File: config.mk
export PLATFORM = sky130hd
export DESIGN_NAME = key_debounce_arbiter
export DESIGN_NICKNAME = d
export VERILOG_FILES = /design/src/rtl/key_debounce_arbiter.sv
export SDC_FILE = /design/constraint.sdc
export NUM_CORES = 1
export LEC_CHECK = 0
export CORE_ASPECT_RATIO = 1.75
export CORE_UTILIZATION = 30
export CTS_CLUSTER_DIAMETER = 50
export DETAILED_ROUTE_END_ITERATION = 16
export GPL_TIMING_DRIVEN = 0
export PLACE_DENSITY = 0.49
export SYNTH_ARGS = -nofsm -noshare
export SYNTH_HDL_FRONTEND = slang
export SYNTH_SLANG_ARGS = --single-unit
File: constraint.sdc
create_clock -name clk -period 2.6 [get_ports clk]
set_input_delay 0.26 -clock clk [delete_from_list [all_inputs] [get_ports clk]]
set_output_delay 0.26 -clock clk [all_outputs]
set_load 0.01 [all_outputs]
File: src/rtl/key_debounce_arbiter.sv
// key_debounce_arbiter: debounces ten push-button inputs and drives exactly
// one tone-divider enable, lowest key index winning.
// Optional feature: define KEY_SUSTAIN_EN to hold the last note for
// SUSTAIN_CNT cycles after every key has been released.
module key_debounce_arbiter #(
  parameter int DEBOUNCE_CNT = 20000,
  parameter int SUSTAIN_CNT  = 200000
) (
  input  logic       clk,
  input  logic       rst,
  input  logic [9:0] key_in,
  output logic [9:0] key_out,
  output logic       key_valid,
  output logic [3:0] key_idx
);

  localparam int NKEYS = 10;
  localparam int CW    = (DEBOUNCE_CNT > 1) ? $clog2(DEBOUNCE_CNT) : 1;
  localparam logic [CW-1:0] DB_MAX = CW'(DEBOUNCE_CNT - 1);

  localparam logic [1:0] ST_IDLE    = 2'd0;
  localparam logic [1:0] ST_PLAY    = 2'd1;
`ifdef KEY_SUSTAIN_EN
  localparam logic [1:0] ST_SUSTAIN = 2'd2;
  localparam int SW = (SUSTAIN_CNT > 1) ? $clog2(SUSTAIN_CNT) : 1;
  localparam logic [SW-1:0] SUS_MAX = SW'(SUSTAIN_CNT - 1);
  logic [SW-1:0] r_sus_cnt;
`else
  // The hold time only matters when the sustain feature is built in.
  logic w_unused_sustain;
  assign w_unused_sustain = ^SUSTAIN_CNT;
`endif

  logic [NKEYS-1:0] r_sync1;
  logic [NKEYS-1:0] r_sync2;
  logic [NKEYS-1:0] r_deb;
  logic [CW-1:0]    r_cnt [NKEYS];
  logic [1:0]       r_state;
  logic [9:0]       r_key_out;
  logic             r_key_valid;
  logic [3:0]       r_key_idx;

  logic             w_any;
  logic [3:0]       w_win_idx;
  logic [9:0]       w_win_onehot;

  // Two-flop synchronizer: the raw buttons are asynchronous to clk.
  always_ff @(posedge clk) begin
    // NOTE: state registers use non-blocking assignment so every flop samples
    // its inputs from before the edge, regardless of statement order.
    if (rst) begin
      r_sync1 <= '0;
      r_sync2 <= '0;
    end else begin
      r_sync1 <= key_in;
      r_sync2 <= r_sync1;
    end
  end

  // Per-key debounce: a level change is accepted only after DEBOUNCE_CNT
  // consecutive samples disagree with the current debounced level.
  always_ff @(posedge clk) begin
    if (rst) begin
      r_deb <= '0;
      // NOTE: this counter array is a handful of flops whose value must be
      // known after reset (an abort of any debounce in flight), so it is
      // cleared element by element rather than treated as an unreset memory.
      for (int k = 0; k < NKEYS; k++) r_cnt[k] <= '0;
    end else begin
      for (int k = 0; k < NKEYS; k++) begin
        if (r_sync2[k] == r_deb[k]) begin
          r_cnt[k] <= '0;
        end else if (r_cnt[k] == DB_MAX) begin
          r_deb[k] <= ~r_deb[k];
          r_cnt[k] <= '0;
        end else begin
          r_cnt[k] <= r_cnt[k] + CW'(1);
        end
      end
    end
  end

  // Priority pick: lowest-index debounced key wins.
  always_comb begin
    // NOTE: every output of this block gets a default first, so no path
    // leaves a value unassigned and no latch is inferred.
    w_any     = 1'b0;
    w_win_idx = '0;
    for (int k = NKEYS - 1; k >= 0; k--) begin
      if (r_deb[k]) begin
        w_any     = 1'b1;
        w_win_idx = 4'(k);
      end
    end
    w_win_onehot = w_any ? (10'b1 << w_win_idx) : '0;
  end

  // Arbiter FSM with registered note outputs.
  always_ff @(posedge clk) begin
    if (rst) begin
      r_state     <= ST_IDLE;
      r_key_out   <= '0;
      r_key_valid <= 1'b0;
      r_key_idx   <= '0;
`ifdef KEY_SUSTAIN_EN
      r_sus_cnt   <= '0;
`endif
    end else begin
      case (r_state)
        ST_IDLE: begin
          if (w_any) begin
            r_state     <= ST_PLAY;
            r_key_out   <= w_win_onehot;
            r_key_valid <= 1'b1;
            r_key_idx   <= w_win_idx;
          end
        end
        ST_PLAY: begin
          if (w_any) begin
            // Winner changes switch notes directly, never through silence.
            r_key_out   <= w_win_onehot;
            r_key_valid <= 1'b1;
            r_key_idx   <= w_win_idx;
          end else begin
`ifdef KEY_SUSTAIN_EN
            r_state     <= ST_SUSTAIN;
            r_sus_cnt   <= '0;
`else
            r_state     <= ST_IDLE;
            r_key_out   <= '0;
            r_key_valid <= 1'b0;
            r_key_idx   <= '0;
`endif
          end
        end
`ifdef KEY_SUSTAIN_EN
        ST_SUSTAIN: begin
          if (w_any) begin
            r_state     <= ST_PLAY;
            r_key_out   <= w_win_onehot;
            r_key_valid <= 1'b1;
            r_key_idx   <= w_win_idx;
            r_sus_cnt   <= '0;
          end else if (r_sus_cnt == SUS_MAX) begin
            r_state     <= ST_IDLE;
            r_key_out   <= '0;
            r_key_valid <= 1'b0;
            r_key_idx   <= '0;
            r_sus_cnt   <= '0;
          end else begin
            r_sus_cnt   <= r_sus_cnt + SW'(1);
          end
        end
`endif
        default: begin
          r_state     <= ST_IDLE;
          r_key_out   <= '0;
          r_key_valid <= 1'b0;
          r_key_idx   <= '0;
        end
      endcase
    end
  end

  assign key_out   = r_key_out;
  assign key_valid = r_key_valid;
  assign key_idx   = r_key_idx;

endmodule

==> results.md <==
- Dpl hpwl: 13,400 µm
- VDD IR max: 0.461 mV
- Maximum fanout along the worst path: 10
- Port Buffers: 26
- Grt total ovfl: 0
- Initial antenna violation count: 0
- Max-slew violations: 0
- Final period util: 0.886
- Global-route wire length before repair: 31,000 µm
- Initial core utilization: 0.307
- Clock Sinks: 196
- Max Cap Viol: 0
- Number of diodes: 0
- Sequential share of the synthesized area: 0.571
- Slew HR: 0.571
- DR vias: 6,464
- #FFs+latches synth: 196
- Mapped Area: 9510 µm²
- Status: finished clean
- Setup slack after layout: 0.297 ns
- RSZ-0062 raised after global routing: no
- Drt drc: 0
- Avg Cell Area, Syn: 10.6 µm²
- Die width: roughly 140 µm
- Max Fclk: 434 MHz
- Root buffer cell: clkbuf_16
- TritonCTS clock tree: done
- Top-count cell post-synth: nor2_1
- Clk_skew: 0.00789 ns
- CTS Buf Count: 17
- Post-Place Worst Slack: -0.247 ns
- Post-Syn Instances: approximately 900
- Worst-Skew Late Latency: 0.45 ns
- Share of cells above drive strength 1: 0.0408
- Asr flop ratio synth: 0
- Fin crit period: 2.30 ns
- Setup total negative slack: 0 ns
- Routed Antenna Nets: 0
- CTS H-Tree Depth: 4
- Ys flop type: edfxtp_1
- Cell Pwr Density: 583 nW/µm²
- Arrival @ worst endpoint: 2.48 ns
- Clock Path Buffers: 2
- Pleak: a little over 4 nW
- WS Path Type: in -> reg
- I/O pin count: 27
- Worst path required time: between 2 and 3 ns
- Worst Tran Pin Value: 0.635 ns
- Synth area leaders: edfxtp_1 (47%), dfxtp_1 (9.7%), nor2_1 (8.2%)
- RD Place Congestion: 0.768
- FP Rows: 85
- Die Area: 32,400 µm²
- Synth top cells by count: nor2_1 (207), edfxtp_1 (150), xor2_1 (78)
- Top cell type's share of synthesized area: 0.474
- Area grow syn2layout: 19.8%
- Post-synth top area cell: edfxtp_1
- Yosys synthesis warning count: 0
- CP Capture Type: flop
- Final wirelength: 18,000 µm
- Nets: 1,115
- Clock transition at path regs: 0.08 ns
- FF-to-FF setup slack: about 0.30 ns
- EDFF count, synth: 150
- TritonRoute pass-1 iters: 4
- Initial DRC count: 182
- Drt via density: 4.32
- DIE HEIGHT: 238 µm
- Final Hold Fails: 0
- CTS Hold Bufs: 0
- CP startpoint kind: input pin
- Drt wl/cell: roughly 12 µm
- Largest net degree at the start of global routing: 19
- HP Class: in -> reg
- Distinct cells, synth: 45
- Core Box Area: 30,900 µm²
- Vias in the first global route: about 6.5k
- Count of final setup violators: 0
- GRT Total Usage: 0.124
==> registers in the layout (all words and copies together) (netlist names) <==
| register | flops |
|---|---|
| r_sync2 | 10 |
| r_cnt | 150 |
| r_deb | 10 |
| key_out | 10 |
| key_idx | 4 |
| r_state | 1 |
| key_valid | 1 |
| r_sync1 | 10 |
==> layout by cell type, fill, tap and decap left out, types with 4 or more instances in the layout <==
cell	synthesis	layout
a21oi_1	4	4
and3_1	23	23
inv_6	0	4
nand3_1	59	59
nand2_1	55	55
mux2i_1	11	11
nor2_1	207	207
inv_1	18	18
nor4b_1	10	10
xnor2_1	63	63
clkbuf_1	12	11
o21ai_0	4	4
ha_1	12	12
nor4_1	8	8
nor2b_1	27	27
nor3_1	27	27
and4_1	5	5
nand4_1	27	27
dfxtp_1	46	46
clkdlybuf4s50_1	0	26
a22oi_1	6	6
nand2b_1	13	13
conb_1	1	150
edfxtp_1	150	150
clkbuf_16	0	18
xor2_1	78	78
buf_2	4	4
==> worst paths after layout <==
check             start           to  depth (start not counted)
min reg2reg  r_sync1[4]   r_sync2[4]                          1
max                 rst  r_cnt[6][4]                          5
max reg2reg    r_deb[7]   key_out[8]                          8
min           key_in[5]   r_sync1[5]                          2
==> layout make-up <==
type / instances / area, µm²
plain buffers: 21 / 96.3
clock inverters: 13 / 111
clock buffers: 19 / 464
fillers: 3114 / 19600
well taps: 391 / 489
repair buffers: 26 / 260
inverters: 18 / 67.6
flip-flops and latches: 196 / 5430
multi-input cells: 811 / 4480
==> timing repair <==
action / CTS / global route
endpoints found under the setup margin: 0 / 10
buffers inserted: 0 / 0
resized for setup: 0 / 2
==> through the flow <==
stage,util,power [mW],instances,hold slack (ns),area [µm²]
2_1_floorplan,-,3.96,1046,0.388,10100
3_3_place_gp,0.350,4.10,1463,0.419,10800
3_5_place_dp,0.350,4.11,1463,0.421,10800
4_1_cts,0.368,6.74,1495,0.332,11400
5_1_grt,0.368,6.94,1495,0.361,11400
6_report,0.368,6.64,1495,0.363,11400
==> cell families (layout without fill, tap and decap cells) <==
kind of cell             Yosys count  after routing  synth area share
AO/OA/AOI/OAI                     24             24            0.0174
XOR/XNOR                         141            141             0.130
adder cells (fa/ha/maj)           12             12            0.0158
buffers and inverters             39             97            0.0171
flip-flops                       196            196             0.571
multiplexers                      11             11            0.0116
other                              1            150          0.000394
AND/OR/NAND/NOR                  473            473             0.237
==> layer usage <==
layer / up-vias / global-route usage / share of wire
li1: 3354 / - / -
met5: - / 0 / 0
met4: 0 / 0.0529 / 0.022
met1: 3033 / 0.136 / 0.42
met3: 22 / 0.0290 / 0.025
met2: 55 / 0.224 / 0.53
==> power by group <==
| group | total [mW] | leakage [nW] | switching, mW | internal, mW |
|---|---|---|---|---|
| Combinational | 0.413 | 1.88 | 0.233 | 0.180 |
| Sequential | 3.63 | 1.92 | 0.126 | 3.50 |
| Clock | 2.60 | 0.283 | 1.26 | 1.34 |
==> critical path, cell delays in order <==
cell,delay (ns)
clkdlybuf4s50_1,0.57
clkbuf_1,0.50
clkbuf_1,0.54
buf_1,0.48
nor3_1,0.12
Power figures use the tool's default switching activity.
